### src/rtl/bypass_track_if.sv
// rtl/bypass_track_if.sv - issue/compare/select bundle for the bypass tracker
//
// Purpose: groups the issue, stall/squash, source-compare and bypass-select
// signals of bypass_track so they travel as one port.
// Signals:
//   IssueDest_s1  per-slot {valid, spec} destinations entering stage 0
//   Advance_s1    1 = pipeline moves one stage, 0 = hold
//   Squash_s1     per-stage invalidate of the next state
//   SrcSpec_s1    per-source specifiers to compare
//   SrcValid_s1   per-source request valid
//   BypassSel_v2  registered one-hot select per source
//   BypassHit_v2  registered per-source hit flag
// Modports: master drives requests, slave is the tracker.
interface bypass_track_if #(
  parameter int SPEC_W = 6,
  parameter int NSLOT  = 2,
  parameter int NSTAGE = 2,
  parameter int NSRC   = 4
);
  logic [NSLOT*(SPEC_W+1)-1:0]         IssueDest_s1;
  logic                                Advance_s1;
  logic [NSTAGE-1:0]                   Squash_s1;
  logic [NSRC*SPEC_W-1:0]              SrcSpec_s1;
  logic [NSRC-1:0]                     SrcValid_s1;
  logic [NSRC*(NSLOT*NSTAGE+1)-1:0]    BypassSel_v2;
  logic [NSRC-1:0]                     BypassHit_v2;

  modport master (
    output IssueDest_s1, Advance_s1, Squash_s1, SrcSpec_s1, SrcValid_s1,
    input  BypassSel_v2, BypassHit_v2
  );

  modport slave (
    input  IssueDest_s1, Advance_s1, Squash_s1, SrcSpec_s1, SrcValid_s1,
    output BypassSel_v2, BypassHit_v2
  );
endinterface

### src/rtl/bypass_track.sv
// rtl/bypass_track.sv - in-flight destination pipeline with registered bypass select
//
// Purpose: tracks destination specifiers of every issue slot through NSTAGE
// stages and compares each source specifier against all valid in-flight
// destinations, producing a registered one-hot bypass select per source.
// Ports:
//   Phi1   clock, rising edge
//   Reset  asynchronous active-high reset
//   bus    bypass_track_if.slave (issue, advance, squash, sources, selects)
// Select field per source: bit 0 = no bypass, bit 1+k*NSLOT+s = stage k slot s.
module bypass_track #(
  parameter int SPEC_W = 6,
  parameter int NSLOT  = 2,
  parameter int NSTAGE = 2,
  parameter int NSRC   = 4
) (
  input  logic           Phi1,
  input  logic           Reset,
  bypass_track_if.slave  bus
);

  localparam int DW = SPEC_W + 1;
  localparam int FW = NSLOT * NSTAGE + 1;

  logic              destValid [NSTAGE][NSLOT];
  logic [SPEC_W-1:0] destSpec  [NSTAGE][NSLOT];

  // Value each stage would take on an advance: stage 0 from issue, others
  // from the stage in front of them.
  logic              inValid [NSTAGE][NSLOT];
  logic [SPEC_W-1:0] inSpec  [NSTAGE][NSLOT];

  for (genvar k = 0; k < NSTAGE; k++) begin : gStageIn
    for (genvar s = 0; s < NSLOT; s++) begin : gSlotIn
      if (k == 0) begin : gIssue
        assign inValid[k][s] = bus.IssueDest_s1[s*DW + SPEC_W];
        assign inSpec[k][s]  = bus.IssueDest_s1[s*DW +: SPEC_W];
      end else begin : gShift
        assign inValid[k][s] = destValid[k-1][s];
        assign inSpec[k][s]  = destSpec[k-1][s];
      end
    end
  end

  always_ff @(posedge Phi1 or posedge Reset) begin
    if (Reset) begin
      for (int k = 0; k < NSTAGE; k++) begin
        for (int s = 0; s < NSLOT; s++) begin
          destValid[k][s] <= 1'b0;
          destSpec[k][s]  <= '0;
        end
      end
    end else begin
      for (int k = 0; k < NSTAGE; k++) begin
        for (int s = 0; s < NSLOT; s++) begin
          // Specs load regardless of valid; only the valid bit is squashed.
          if (bus.Advance_s1) begin
            destSpec[k][s] <= inSpec[k][s];
          end
          if (bus.Squash_s1[k]) begin
            destValid[k][s] <= 1'b0;
          end else if (bus.Advance_s1) begin
            destValid[k][s] <= inValid[k][s];
          end
        end
      end
    end
  end

  logic [NSRC*FW-1:0] selNext;
  logic [NSRC-1:0]    hitNext;
  logic [FW-1:0]      field;
  logic [SPEC_W-1:0]  src;

  // Scan oldest stage first and lowest slot first so that later matches
  // overwrite earlier ones: youngest stage wins, then highest slot.
  always_comb begin
    selNext = '0;
    hitNext = '0;
    field   = '0;
    src     = '0;
    for (int i = 0; i < NSRC; i++) begin
      field = FW'(1);
      src   = bus.SrcSpec_s1[i*SPEC_W +: SPEC_W];
      for (int k = NSTAGE - 1; k >= 0; k--) begin
        for (int s = 0; s < NSLOT; s++) begin
          if (bus.SrcValid_s1[i] && (src != '0) && destValid[k][s] &&
              (destSpec[k][s] == src)) begin
            field = FW'(1) << (1 + k*NSLOT + s);
          end
        end
      end
      selNext[i*FW +: FW] = field;
      hitNext[i]          = ~field[0];
    end
  end

  logic [NSRC*FW-1:0] selReg;
  logic [NSRC-1:0]    hitReg;

  always_ff @(posedge Phi1 or posedge Reset) begin
    if (Reset) begin
      selReg <= {NSRC{FW'(1)}};
      hitReg <= '0;
    end else begin
      selReg <= selNext;
      hitReg <= hitNext;
    end
  end

  assign bus.BypassSel_v2 = selReg;
  assign bus.BypassHit_v2 = hitReg;

endmodule

### src/flat_wrapper.sv
// flat-port wrapper written by rule: the top's interface ports become plain ports
module bypass_track_flat 
#(
  parameter int SPEC_W = 6,
  parameter int NSLOT  = 2,
  parameter int NSTAGE = 2,
  parameter int NSRC   = 4
)
  (Phi1, Reset, bus_IssueDest_s1, bus_Advance_s1, bus_Squash_s1, bus_SrcSpec_s1, bus_SrcValid_s1, bus_BypassSel_v2, bus_BypassHit_v2);
  bypass_track_if #(.SPEC_W(SPEC_W), .NSLOT(NSLOT), .NSTAGE(NSTAGE), .NSRC(NSRC)) bus_i ();
  input  logic Phi1;
  input  logic Reset;
  input wire logic [$bits(bus_i.IssueDest_s1)-1:0] bus_IssueDest_s1;
  input wire logic [$bits(bus_i.Advance_s1)-1:0] bus_Advance_s1;
  input wire logic [$bits(bus_i.Squash_s1)-1:0] bus_Squash_s1;
  input wire logic [$bits(bus_i.SrcSpec_s1)-1:0] bus_SrcSpec_s1;
  input wire logic [$bits(bus_i.SrcValid_s1)-1:0] bus_SrcValid_s1;
  output wire logic [$bits(bus_i.BypassSel_v2)-1:0] bus_BypassSel_v2;
  output wire logic [$bits(bus_i.BypassHit_v2)-1:0] bus_BypassHit_v2;
  assign bus_i.IssueDest_s1 = bus_IssueDest_s1;
  assign bus_i.Advance_s1 = bus_Advance_s1;
  assign bus_i.Squash_s1 = bus_Squash_s1;
  assign bus_i.SrcSpec_s1 = bus_SrcSpec_s1;
  assign bus_i.SrcValid_s1 = bus_SrcValid_s1;
  assign bus_BypassSel_v2 = bus_i.BypassSel_v2;
  assign bus_BypassHit_v2 = bus_i.BypassHit_v2;
  bypass_track #(.SPEC_W(SPEC_W), .NSLOT(NSLOT), .NSTAGE(NSTAGE), .NSRC(NSRC)) u_core (.Phi1(Phi1), .Reset(Reset), .bus(bus_i));
endmodule
### config.mk
export PLATFORM = sky130hd
export DESIGN_NAME = bypass_track_flat
export DESIGN_NICKNAME = d
export VERILOG_FILES = /design/src/rtl/bypass_track_if.sv /design/src/rtl/bypass_track.sv /design/src/flat_wrapper.sv
export SDC_FILE = /design/constraint.sdc
export NUM_CORES = 1
export LEC_CHECK = 0
export CAP_MARGIN = 25
export CORE_ASPECT_RATIO = 1.5
export CORE_MARGIN = 5
export CORE_UTILIZATION = 55
export DETAILED_ROUTE_END_ITERATION = 10
export GPL_TIMING_DRIVEN = 0
export PLACE_DENSITY = 0.86
export SLEW_MARGIN = 20
export SYNTH_ARGS = -nofsm -noshare
export SYNTH_HDL_FRONTEND = slang
export SYNTH_SLANG_ARGS = --single-unit
export TNS_END_PERCENT = 100
### constraint.sdc
create_clock -name Phi1 -period 3.9 [get_ports Phi1]
set_clock_uncertainty 0.2 [all_clocks]
set_input_delay 0.585 -clock Phi1 [delete_from_list [all_inputs] [get_ports Phi1]]
set_output_delay 0.585 -clock Phi1 [all_outputs]
set_load 0.005 [all_outputs]
Yosys cells after proc, flatten, opt, wreduce, memory -nomap -nowiden
Cells that the tools add are included.
{"block": "word_totals", "register_bits": 52, "output_inout_bits": 24, "inputBits": 47, "wordCells": 96}
{"block": "classes", "reduce_logical": 42, "n_eq_ne": 16, "muxes": 24, "n_bitwise": 4}
{"op": "$eq 6x6->1", "n": 16}
{"op": "$mux 5", "n": 12}
{"op": "$logic_and 1x1->1", "n": 36}
{"op": "$reduce_bool 6->1", "n": 4}
{"op": "$mux 4", "n": 4}
{"op": "$mux 1", "n": 8}
{"op": "$not 1->1", "n": 4}
{"op": "$reduce_bool 2->1", "n": 2}

Logic depth before layout (Yosys ltp)
Gate-level depths: netlist of the first run.
{"block": "depth", "depth_word": 9, "ltp_mapped": 5, "mapped_depth_nobuf": 4}

Least setup slack after synthesis of the first run
Ideal clock, no wire load.
{"block": "synth_path", "kind": "input -> register", "start": "in bus_SrcSpec_s1[7]", "end": "reg u_core.selReg[8] (netlist: u_core.bus.BypassSel_v2[8])", "stages": 5, "setup_slack_ns": 1.724, "path_buffers": 1, "t_arrival_ns": 1.845, "setup_ns": 0.130, "path_cell_list": "buf_2 > or4_1 > o31ai_1 > o21bai_1 > nor4b_1"}
{"block": "synth_via", "elab_chain_cells": 8}
{"element": "start: declaration", "line_no": "flat_wrapper.sv:16", "source": "input wire logic [$bits(bus_i.SrcSpec_s1)-1:0] bus_SrcSpec_s1;"}
{"element": "$reduce_bool 6->1", "line_no": "bypass_track.sv:87", "source": "if (bus.SrcValid_s1[i] && (src != '0) && destValid[k][s] &&"}
{"element": "$logic_and 1x1->1 (3 in series)", "line_no": "bypass_track.sv:87"}
{"element": "$mux 4", "line_no": "bypass_track.sv:87"}
{"element": "$mux 5 (2 in series)", "line_no": "bypass_track.sv:87"}
{"element": "$mux 5 (*)", "line_no": "bypass_track.sv:87"}
{"element": "via u_core.selNext[8]", "line_no": "bypass_track.sv:70", "source": "logic [NSRC*FW-1:0] selNext;"}
{"element": "end signal: assignment", "line_no": "bypass_track.sv:103", "source": "selReg <= {NSRC{FW'(1)}};"}
{"element": "end signal: assignment", "line_no": "bypass_track.sv:106", "source": "selReg <= selNext;"}
{"element": "end: declaration", "line_no": "bypass_track.sv:98", "source": "logic [NSRC*FW-1:0] selReg;"}
The timed path passes the listed nets; every way through them passes the cells marked *.
A chain may end at the register's enable or synchronous reset.

Worst setup path after layout of the first run
{"block": "layout_path", "start": "reg u_core.selReg[10] (netlist: u_core.bus.BypassSel_v2[10])", "end": "out bus_BypassSel_v2[10]"}
{"element": "end: declaration", "line_no": "flat_wrapper.sv:18", "source": "output wire logic [$bits(bus_i.BypassSel_v2)-1:0] bus_BypassSel_v2;"}
No word-level cell between the ends.

==> run_results.csv, run 1 <==
group,metric,value,unit
outcome,status,"completed",
detailed_routing,drt_iter0_drc,155,
setup_path,cp.arrival,1.33,ns
grt,antenna_found_initial,0,
layout,drive_above_1_share,0.157,
detailed_routing,drtAntennaViolNets,0,
die,boundaryPins,71,
timing,hold_viol,0,
detailed_routing,via_count,2433,
die,rows,34,
clocking,root_buffer,"clkbuf_8",
power,powerDensity,340,nW/um^2
timing,hold_ws,0.387,ns
power,leakagePower,0.00146,uW
clocking,postCtsHoldBufs,0,
synthesis,synth_top_area_share,0.369,
setup_path,path_class,"register to primary output",
place,io_buffers,45,
clocking,cts_setup_buffers,0,
timing,setup_tns,0,ns
place,gp_congestion,0.927,
synthesis,synthCells,310,
timing,max-slew-margin-rel,0.607,
place,placed_cells,428,
synthesis,synth-seq-cells,52,
timing,finalSetupViolations,0,
setup_path,cp_max_fo,1,
clocking,cts_resized,0,
power,ir_drop,0.323,mV
clocking,cts_tree,"built",
detailed_routing,detail_route.vias_per_cell,5.58,
layout,instances_no_fill,436,
die,fp.coreArea,5790,sq um
detailed_routing,postRouteWirelength,7.90,mm
setup_path,critPathRequiredTime,3.12,ns
clocking,cts.clk_slew.worst_paths,0.09,ns
die,start_util,0.562,
grt,grt_max_degree,34,
synthesis,yosys_warnings,0,
layout,final_cell_mix,"xnor2_1 (70), dfrtp_1 (48), clkdlybuf4s50_1 (45)",
setup_path,cpLargestDelayFamily,"flip-flops",
synthesis,yosysSeqAreaShare,0.402,
timing,fin_crit,2.11,ns
setup_path,cp.buffers_inverters,1,
grt,grt_usage,0.220,
timing,worst_pin_slew,0.589,ns
detailed_routing,drtPass1Iterations,4,
synthesis,syn_area,3250,sq um
layout,layout_commonest_cell,"xnor2_1",
clocking,htreeDepth,2,
setup_path,cp-end-kind,"primary output",
min_path,hp-class,"primary input to asynchronous set/reset pin",
setup_path,startpoint_type,"register",
place,dp_hpwl,5.97,mm
die,dieArea,7580,sq um
detailed_routing,avgRoutedWirePerCell,18.1,um
setup_path,worst_path_largest_cell_delay,0.53,ns
setup_path,slowest_stage,"dfstp_2",
clocking,cts_made_buffers,5,
detailed_routing,drcViolationCount,0,
power,finalPower,1330,uW
grt,grt_pass1_wl,12.8,mm
timing,finalCritPeriodShare,0.542,
synthesis,syn_avg_cell_area,10.5,sq um
timing,drv_slew,0,
synthesis,yosys.area.top_type,"dfrtp_1",
clocking,cts_max_path_buffers,2,
layout,diodes,0,
grt,grt_pass1_vias,2599,
synthesis,synth_nets,357,
timing,rsz0062_at_grt,"no",
flow_run,max_cap_viol_count,0,
setup_path,crit_path_cell_trace,"clkdlybuf4s50_1",
layout,areaGrowthSynthToFinish,20.5,%
synthesis,synth_area_leaders,"dfrtp_1 (37%), xnor2_1 (19%), mux2_2 (8.3%)",
timing,timing.fmax,0.473,GHz
synthesis,synth_cell_type_count,38,
clocking,clk_latency,0.31,ns
layout,fin_nets,410,
die,die_x,72.8,um
die,chipHeight,104,um
clocking,clkSinkCount,52,
layout,final_util,0.678,
grt,gr-total-overflow,0,
## worst paths after layout
kind                                                to  depth (start not counted)                        start  slack (ns)
hold reg to reg                    u_core.destValid[1]                          2          u_core.destValid[1]        0.49
hold / removal              u_core.bus.BypassHit_v2[1]                          2                        Reset        0.39
setup reg to reg           u_core.bus.BypassSel_v2[13]                          5          u_core.destSpec[15]        1.83
max in group asynchronous  u_core.bus.BypassSel_v2[15]                          3                        Reset        2.53
setup / recovery                  bus_BypassSel_v2[10]                          1  u_core.bus.BypassSel_v2[10]        1.79
min in group Phi1                  u_core.destValid[1]                          2          u_core.destValid[1]        0.49
## sequential cells by signal (all words and copies together) (netlist names)
register                 count
u_core.bus.BypassHit_v2      4
u_core.bus.BypassSel_v2     20
u_core.destSpec             24
u_core.destValid             4
## worst register-to-register path, stage by stage, from the launching register on
cell      delay, ns
dfrtp_1        0.33
clkbuf_1       0.46
xnor2_1        0.19
nand4_1        0.13
o41ai_1        0.50
nor4bb_1       0.13
## layer usage
| layer | GRT usage | vias up | wire [um] |
|---|---|---|---|
| met2 | 0.386 | 91 | 4140 |
| li1 | - | 1144 | - |
| met5 | 0 | - | 0 |
| met4 | 0.133 | 0 | 506 |
| met3 | 0.0387 | 37 | 524 |
| met1 | 0.236 | 1161 | 2730 |
## final cells by class
class	instances	area (sq um)
well taps	72	90.1
plain buffers	51	216
multi-input cells	206	1730
flip-flops and latches	52	1310
clock inverters	2	35.0
repair buffers	46	470
fillers	459	1870
clock buffers	6	72.6
inverters	1	3.75
## synthesized netlist by cell type
cell type  number
o31ai_1         2
mux2_2         24
buf_6           2
a41oi_1         3
or4_4           1
dfrtp_1        48
a41o_1          3
nor4bb_1        1
and4bb_1        1
nand3_1         6
or4_1          11
xor2_1         26
or2_2           2
nand2_1         2
o31ai_2         1
nor3b_1         1
clkbuf_1       34
inv_1           1
nor2_1         11
nand4bb_1       1
o31a_1          1
nor4_2          1
nor3_1          5
xnor2_1        70
or3_1           2
o21a_1          1
buf_1           7
nor3_2          2
buf_2           6
or3_2           2
clkbuf_2        2
o21bai_1        2
dfstp_2         4
mux2i_1         4
nor4b_1         2
o41ai_1         1
nand4_1        16
o31ai_4         1
## report_power, final
group / total [uW] / switching, uW / leakage [uW] / internal [uW]
Sequential: 585 / 12.5 / 0.000657 / 572
Combinational: 383 / 208 / 0.000751 / 175
Clock: 363 / 173 / 0.0000552 / 191
Total: 1330 / 393 / 0.00146 / 938
## logic make-up after synthesis
kind of cell | share of synthesized area
multiplexers | 0.0954
buffers and inverters | 0.0677
XOR/XNOR | 0.259
flip-flops | 0.402
AND/OR/NAND/NOR | 0.132
AO/OA/AOI/OAI | 0.0446
## metrics by stage
step,worst slack (ns),area [sq um]
2_1_floorplan,1.72,3250
3_3_place_gp,0.993,3790
3_5_place_dp,1.55,3810
4_1_cts,1.78,3920
5_1_grt,1.75,3920
6_report,1.79,3920
No activity file was read; power rests on OpenSTA's default activity.
==> run 2, diff against run 1 <==
--- a/config.mk
+++ b/config.mk
@@ -8,10 +8,10 @@
 export CAP_MARGIN = 25
 export CORE_ASPECT_RATIO = 1.5
 export CORE_MARGIN = 5
-export CORE_UTILIZATION = 55
+export CORE_UTILIZATION = 51
 export DETAILED_ROUTE_END_ITERATION = 10
 export GPL_TIMING_DRIVEN = 0
-export PLACE_DENSITY = 0.86
+export PLACE_DENSITY = 0.8
 export SLEW_MARGIN = 20
 export SYNTH_ARGS = -nofsm -noshare
 export SYNTH_HDL_FRONTEND = slang
==> constraint.sdc (replaced) <==
create_clock -name Phi1 -period 2 [get_ports Phi1]
set_clock_uncertainty 0.2 [all_clocks]
set_input_delay 0.3 -clock Phi1 [delete_from_list [all_inputs] [get_ports Phi1]]
set_output_delay 0.3 -clock Phi1 [all_outputs]
set_load 0.005 [all_outputs]
==> run_results.csv, run 2 (synthesized netlist as in run 1, its figures left out) <==
group,metric,value,unit
layout,largest_reg_flops,24,
setup_path,crit_path_cell_trace,"xor2_1 > or4_1 > a41oi_1",
grt,groute.layer.met3.usage,0.0364,
detailed_routing,drtAntennaViolNets,0,
detailed_routing,avgRoutedWirePerCell,18.5,um
timing,finalCritPeriodShare,0.946,
timing,hold_ws,0.0835,ns
power,p_sw,742,uW
layout,regMostFlops,"u_core.destSpec",
setup_path,crit_path_end,"u_core.bus.BypassHit_v2[2]",
setup_path,slowest_stage,"or4_1",
grt,grt.busiest_layer,"met2",
layout,areaGrowthSynthToFinish,17.9,%
setup_path,cp.buffers_inverters,0,
timing,rsz0062_at_grt,"no",
clocking,root_buffer,"clkbuf_8",
setup_path,cpLargestDelayFamily,"simple AND/OR/NAND/NOR gates",
detailed_routing,detail_route.vias_per_cell,5.73,
power,p_int,1710,uW
die,fp.coreArea,6170,sq um
detailed_routing,via_count,2385,
power,powerDensity,641,nW/um^2
place,dp_hpwl,5.93,mm
timing,finalSetupViolations,0,
detailed_routing,drtPass1Iterations,4,
layout,final_cell_mix,"xnor2_1 (70), dfrtp_1 (47), clkdlybuf4s50_1 (45)",
grt,grt.met2_usage,0.373,
power,ir_drop,0.413,mV
clocking,clkSinkCount,52,
power,finalPower,2460,uW
grt,antenna_found_initial,0,
setup_path,reg2reg_depth,3,
timing,max-slew-margin-rel,0.625,
grt,grt_pass1_wl,12.3,mm
clocking,postCtsHoldBufs,0,
die,boundaryPins,71,
clocking,cts_made_buffers,5,
outcome,status,"completed",
setup_path,startpoint,"u_core.destSpec[22]",
setup_path,regToRegEndpoint,"u_core.bus.BypassHit_v2[2]",
flow_run,max_cap_viol_count,0,
power,combPwrFrac,0.227,
grt,use_met1,0.227,
grt,grt_usage,0.204,
detailed_routing,postRouteWirelength,7.69,mm
place,gp_congestion,0.907,
power,swShare,0.302,
clocking,cts.clk_slew.worst_paths,0.09,ns
setup_path,critPathRequiredTime,2.02,ns
timing,fin_crit,1.89,ns
setup_path,cp_max_fo,6,
clocking,htreeDepth,2,
grt,grt_pass1_vias,2426,
clocking,clk_latency,0.30,ns
setup_path,worst_path_largest_cell_delay,0.62,ns
power,p_clk_frac,0.248,
detailed_routing,drcViolationCount,0,
layout,final_area,3830,sq um
setup_path,reg2reg_from,"u_core.destSpec[22]",
clocking,cts_setup_buffers,0,
place,io_buffers,45,
timing,hold_viol,0,
power,leakagePower,0.00143,uW
setup_path,path_class,"register to register",
layout,layout_commonest_cell,"xnor2_1",
setup_path,cp.arrival,1.91,ns
detailed_routing,drt_iter0_drc,126,
die,rows,35,
grt,gr-total-overflow,0,
min_path,hp-class,"primary input to asynchronous set/reset pin",
die,die_x,75.2,um
timing,timing.fmax,0.528,GHz
clocking,cts_max_path_buffers,2,
power,p_seq_frac,0.525,
setup_path,startpoint_type,"register",
die,dieArea,8110,sq um
setup_path,cp-end-kind,"register",
setup_path,r2r_slack,0.11,ns
layout,fin_nets,388,
timing,worst_pin_slew,0.563,ns
grt,grt_max_degree,37,
die,start_util,0.527,
setup_path,cp.depth,3,
layout,drive_above_1_share,0.175,
die,chipHeight,108,um
timing,drv_slew,0,
place,placed_area,3810,sq um
layout,diodes,0,
layout,fill_cells,505,
clocking,cts_tree,"built",
## run 2: through the flow
step | instances | setup TNS [ns] | util | worst slack, ns
floorplan | 310 | 0 | - | 0.109
global placement | 429 | -32.43 | 0.615 | -0.656
detailed placement | 430 | -0.287 | 0.618 | -0.0832
CTS | 435 | 0 | 0.631 | 0.00381
global route | 416 | 0 | 0.621 | 0.0244
finish | 416 | 0 | 0.621 | 0.107
## run 2: final cells by class
| cell class | instances | area (sq um) | share of cell area |
|---|---|---|---|
| repair buffers | 46 | 470 | 0.123 |
| well taps | 74 | 92.6 | 0.0242 |
| clock inverters | 2 | 10.0 | 0.00261 |
| plain buffers | 29 | 134 | 0.0349 |
| inverters | 1 | 3.75 | 0.000979 |
| flip-flops and latches | 52 | 1310 | 0.341 |
| multi-input cells | 206 | 1730 | 0.452 |
| clock buffers | 6 | 82.6 | 0.0215 |
## run 2: power by group through the flow
| stage | Clock (uW) | Combinational (uW) | Sequential, uW |
|---|---|---|---|
| CTS | 628 | 711 | 1160 |
| global route | 666 | 612 | 1300 |
| global placement | 0 | 708 | 1160 |
| detailed placement | 0 | 734 | 1160 |
| floorplan | 0 | 556 | 1150 |
| finish | 610 | 556 | 1290 |
## run 2: repair_timing
item / 4_1_cts / 5_1_grt
pin swaps: 0 / 0
setup endpoints to repair: 7 / 14
resized for setup: 0 / 2
endpoints found under the hold margin: 0 / 0
## run 2: worst min path at each step
stage                        start                          to  slack [ns]  cells past startpoint
2_1_floorplan     bus_Squash_s1[1]         u_core.destValid[0]        0.17                      1
3_3_place_gp   u_core.destValid[1]         u_core.destValid[1]        0.46                      2
3_5_place_dp                 Reset  u_core.bus.BypassSel_v2[7]        0.42                      2
4_1_cts                      Reset  u_core.bus.BypassSel_v2[7]        0.09                      2
5_1_grt                      Reset  u_core.bus.BypassSel_v2[7]        0.13                      2
6_report                     Reset  u_core.bus.BypassSel_v2[7]        0.08                      2
## run 2: routing by layer
metal	share of wire	up-vias
li1	-	1101
met1	0.35	1173
met2	0.54	86
met3	0.063	25
met4	0.042	0
met5	0	-
==> run 3, diff against run 2 <==
--- a/config.mk
+++ b/config.mk
@@ -9,10 +9,11 @@
 export CORE_ASPECT_RATIO = 1.5
 export CORE_MARGIN = 5
 export CORE_UTILIZATION = 51
+export CTS_CLUSTER_DIAMETER = 30
 export DETAILED_ROUTE_END_ITERATION = 10
 export GPL_TIMING_DRIVEN = 0
 export PLACE_DENSITY = 0.8
-export SLEW_MARGIN = 20
+export SLEW_MARGIN = 0
 export SYNTH_ARGS = -nofsm -noshare
 export SYNTH_HDL_FRONTEND = slang
 export SYNTH_SLANG_ARGS = --single-unit
==> run_results.csv, run 3 (synthesized netlist as in run 1, its figures left out) <==
group,metric,value,unit
outcome,status,"completed",
setup_path,regToRegEndpoint,"u_core.bus.BypassHit_v2[2]",
die,dieArea,8110,sq um
timing,rsz0062_at_grt,"no",
power,p_clk_frac,0.248,
timing,fin_crit,1.91,ns
detailed_routing,drtAntennaViolNets,0,
layout,layout_commonest_cell,"xnor2_1",
die,boundaryPins,71,
detailed_routing,via_count,2359,
setup_path,cp_max_fo,6,
setup_path,reg2reg_from,"u_core.destSpec[16]",
setup_path,cp-end-kind,"register",
timing,setup_tns,0,ns
grt,antenna_found_initial,0,
layout,largest_reg_flops,24,
min_path,hp-class,"primary input to asynchronous set/reset pin",
detailed_routing,drcViolationCount,0,
detailed_routing,detail_route.vias_per_cell,5.66,
setup_path,startpoint,"u_core.destSpec[16]",
timing,finalCritPeriodShare,0.953,
die,die_x,75.2,um
die,chipHeight,108,um
grt,gr-total-overflow,0,
clocking,root_buffer,"clkbuf_8",
power,p_seq_frac,0.522,
clocking,cts_setup_buffers,0,
flow_run,max_cap_viol_count,0,
layout,drive_above_1_share,0.178,
layout,regMostFlops,"u_core.destSpec",
die,start_util,0.527,
die,rows,35,
clocking,cts.clk_slew.worst_paths,0.09,ns
power,p_int,1710,uW
layout,areaGrowthSynthToFinish,18.2,%
place,placed_cells,430,
clocking,clkSinkCount,52,
setup_path,r2r_slack,0.09,ns
grt,grt_max_degree,37,
power,finalPower,2460,uW
setup_path,reg2reg_depth,4,
layout,instances_no_fill,417,
grt,grt_usage,0.202,
clocking,cts_max_path_buffers,2,
timing,finalSetupViolations,0,
power,ir_drop,0.359,mV
detailed_routing,avgRoutedWirePerCell,18.4,um
place,dp_hpwl,5.90,mm
setup_path,startpoint_type,"register",
clocking,cts_made_buffers,5,
timing,worst_pin_slew,0.555,ns
setup_path,crit_path_end,"u_core.bus.BypassHit_v2[2]",
clocking,clk_latency,0.30,ns
power,p_sw,743,uW
layout,final_util,0.622,
power,powerDensity,639,nW/um^2
power,leakagePower,0.00144,uW
grt,grt_pass1_vias,2459,
timing,timing.fmax,0.524,GHz
place,io_buffers,45,
timing,max-slew-margin-rel,0.630,
clocking,postCtsHoldBufs,0,
detailed_routing,drtPass1Iterations,4,
detailed_routing,postRouteWirelength,7.69,mm
timing,drv_slew,0,
power,swShare,0.302,
setup_path,cp.arrival,1.92,ns
place,gp_congestion,0.907,
detailed_routing,drt_iter0_drc,120,
die,fp.coreArea,6170,sq um
clocking,htreeDepth,2,
setup_path,path_class,"register to register",
layout,final_cell_mix,"xnor2_1 (70), dfrtp_1 (48), clkdlybuf4s50_1 (45)",
clocking,cts_tree,"built",
layout,diodes,0,
power,combPwrFrac,0.231,
grt,grt_pass1_wl,12.1,mm
setup_path,critPathRequiredTime,2.02,ns
timing,hold_viol,0,
layout,fin_nets,389,
run 3: per-stage QoR:
stage	hold WS, ns	area (sq um)	setup WS [ns]
CTS	0.0932	3890	0.000369
finish	0.0828	3840	0.0933
global placement	0.455	3790	-0.656
global route	0.129	3840	0.00673
detailed placement	0.420	3810	-0.0832
floorplan	0.166	3250	0.109
run 3: what timing repair did:
action,CTS,global route
endpoints found under the setup margin,6,13
gates cloned,0,0
resized for setup,0,4
run 3: final cells by class:
class,instances,area (sq um)
Tap cell,74,92.6
Multi-Input combinational cell,206,1740
Sequential cell,52,1310
Buffer,30,139
Fill cell,499,2330
Timing Repair Buffer,46,470
Inverter,1,3.75
Clock inverter,2,10.0
Clock buffer,6,82.6
run 3: per-layer routing:
metal / part of all wire / global-route usage / up-vias
met1: 0.35 / 0.223 / 1147
met3: 0.070 / 0.0364 / 24
met5: 0 / 0 / -
li1: - / - / 1106
met4: 0.032 / 0.0838 / 0
met2: 0.55 / 0.365 / 82
run 3: worst min-delay path by stage:
stage / start / end / cells after the start
6_report: Reset / u_core.bus.BypassSel_v2[7] / 2
5_1_grt: Reset / u_core.bus.BypassSel_v2[7] / 2
4_1_cts: Reset / u_core.bus.BypassSel_v2[7] / 2
3_5_place_dp: Reset / u_core.bus.BypassSel_v2[7] / 2
3_3_place_gp: u_core.destValid[1] / u_core.destValid[1] / 2
2_1_floorplan: bus_Squash_s1[1] / u_core.destValid[0] / 1
run 3: power by group through the flow:
stage                     Combinational [uW]  Sequential, uW  Clock, uW
after floorplan                          556            1150          0
after detailed placement                 734            1160          0
after CTS                                703            1170        626
after global routing                     624            1290        664
after global placement                   708            1160          0
final                                    567            1280        609
run 3: critical path: stages, from the launching register on:
cell and delay [ns]:
dfrtp_1 0.34, buf_1 0.38, xor2_1 0.16, or4_1 0.55
a41oi_1 0.19
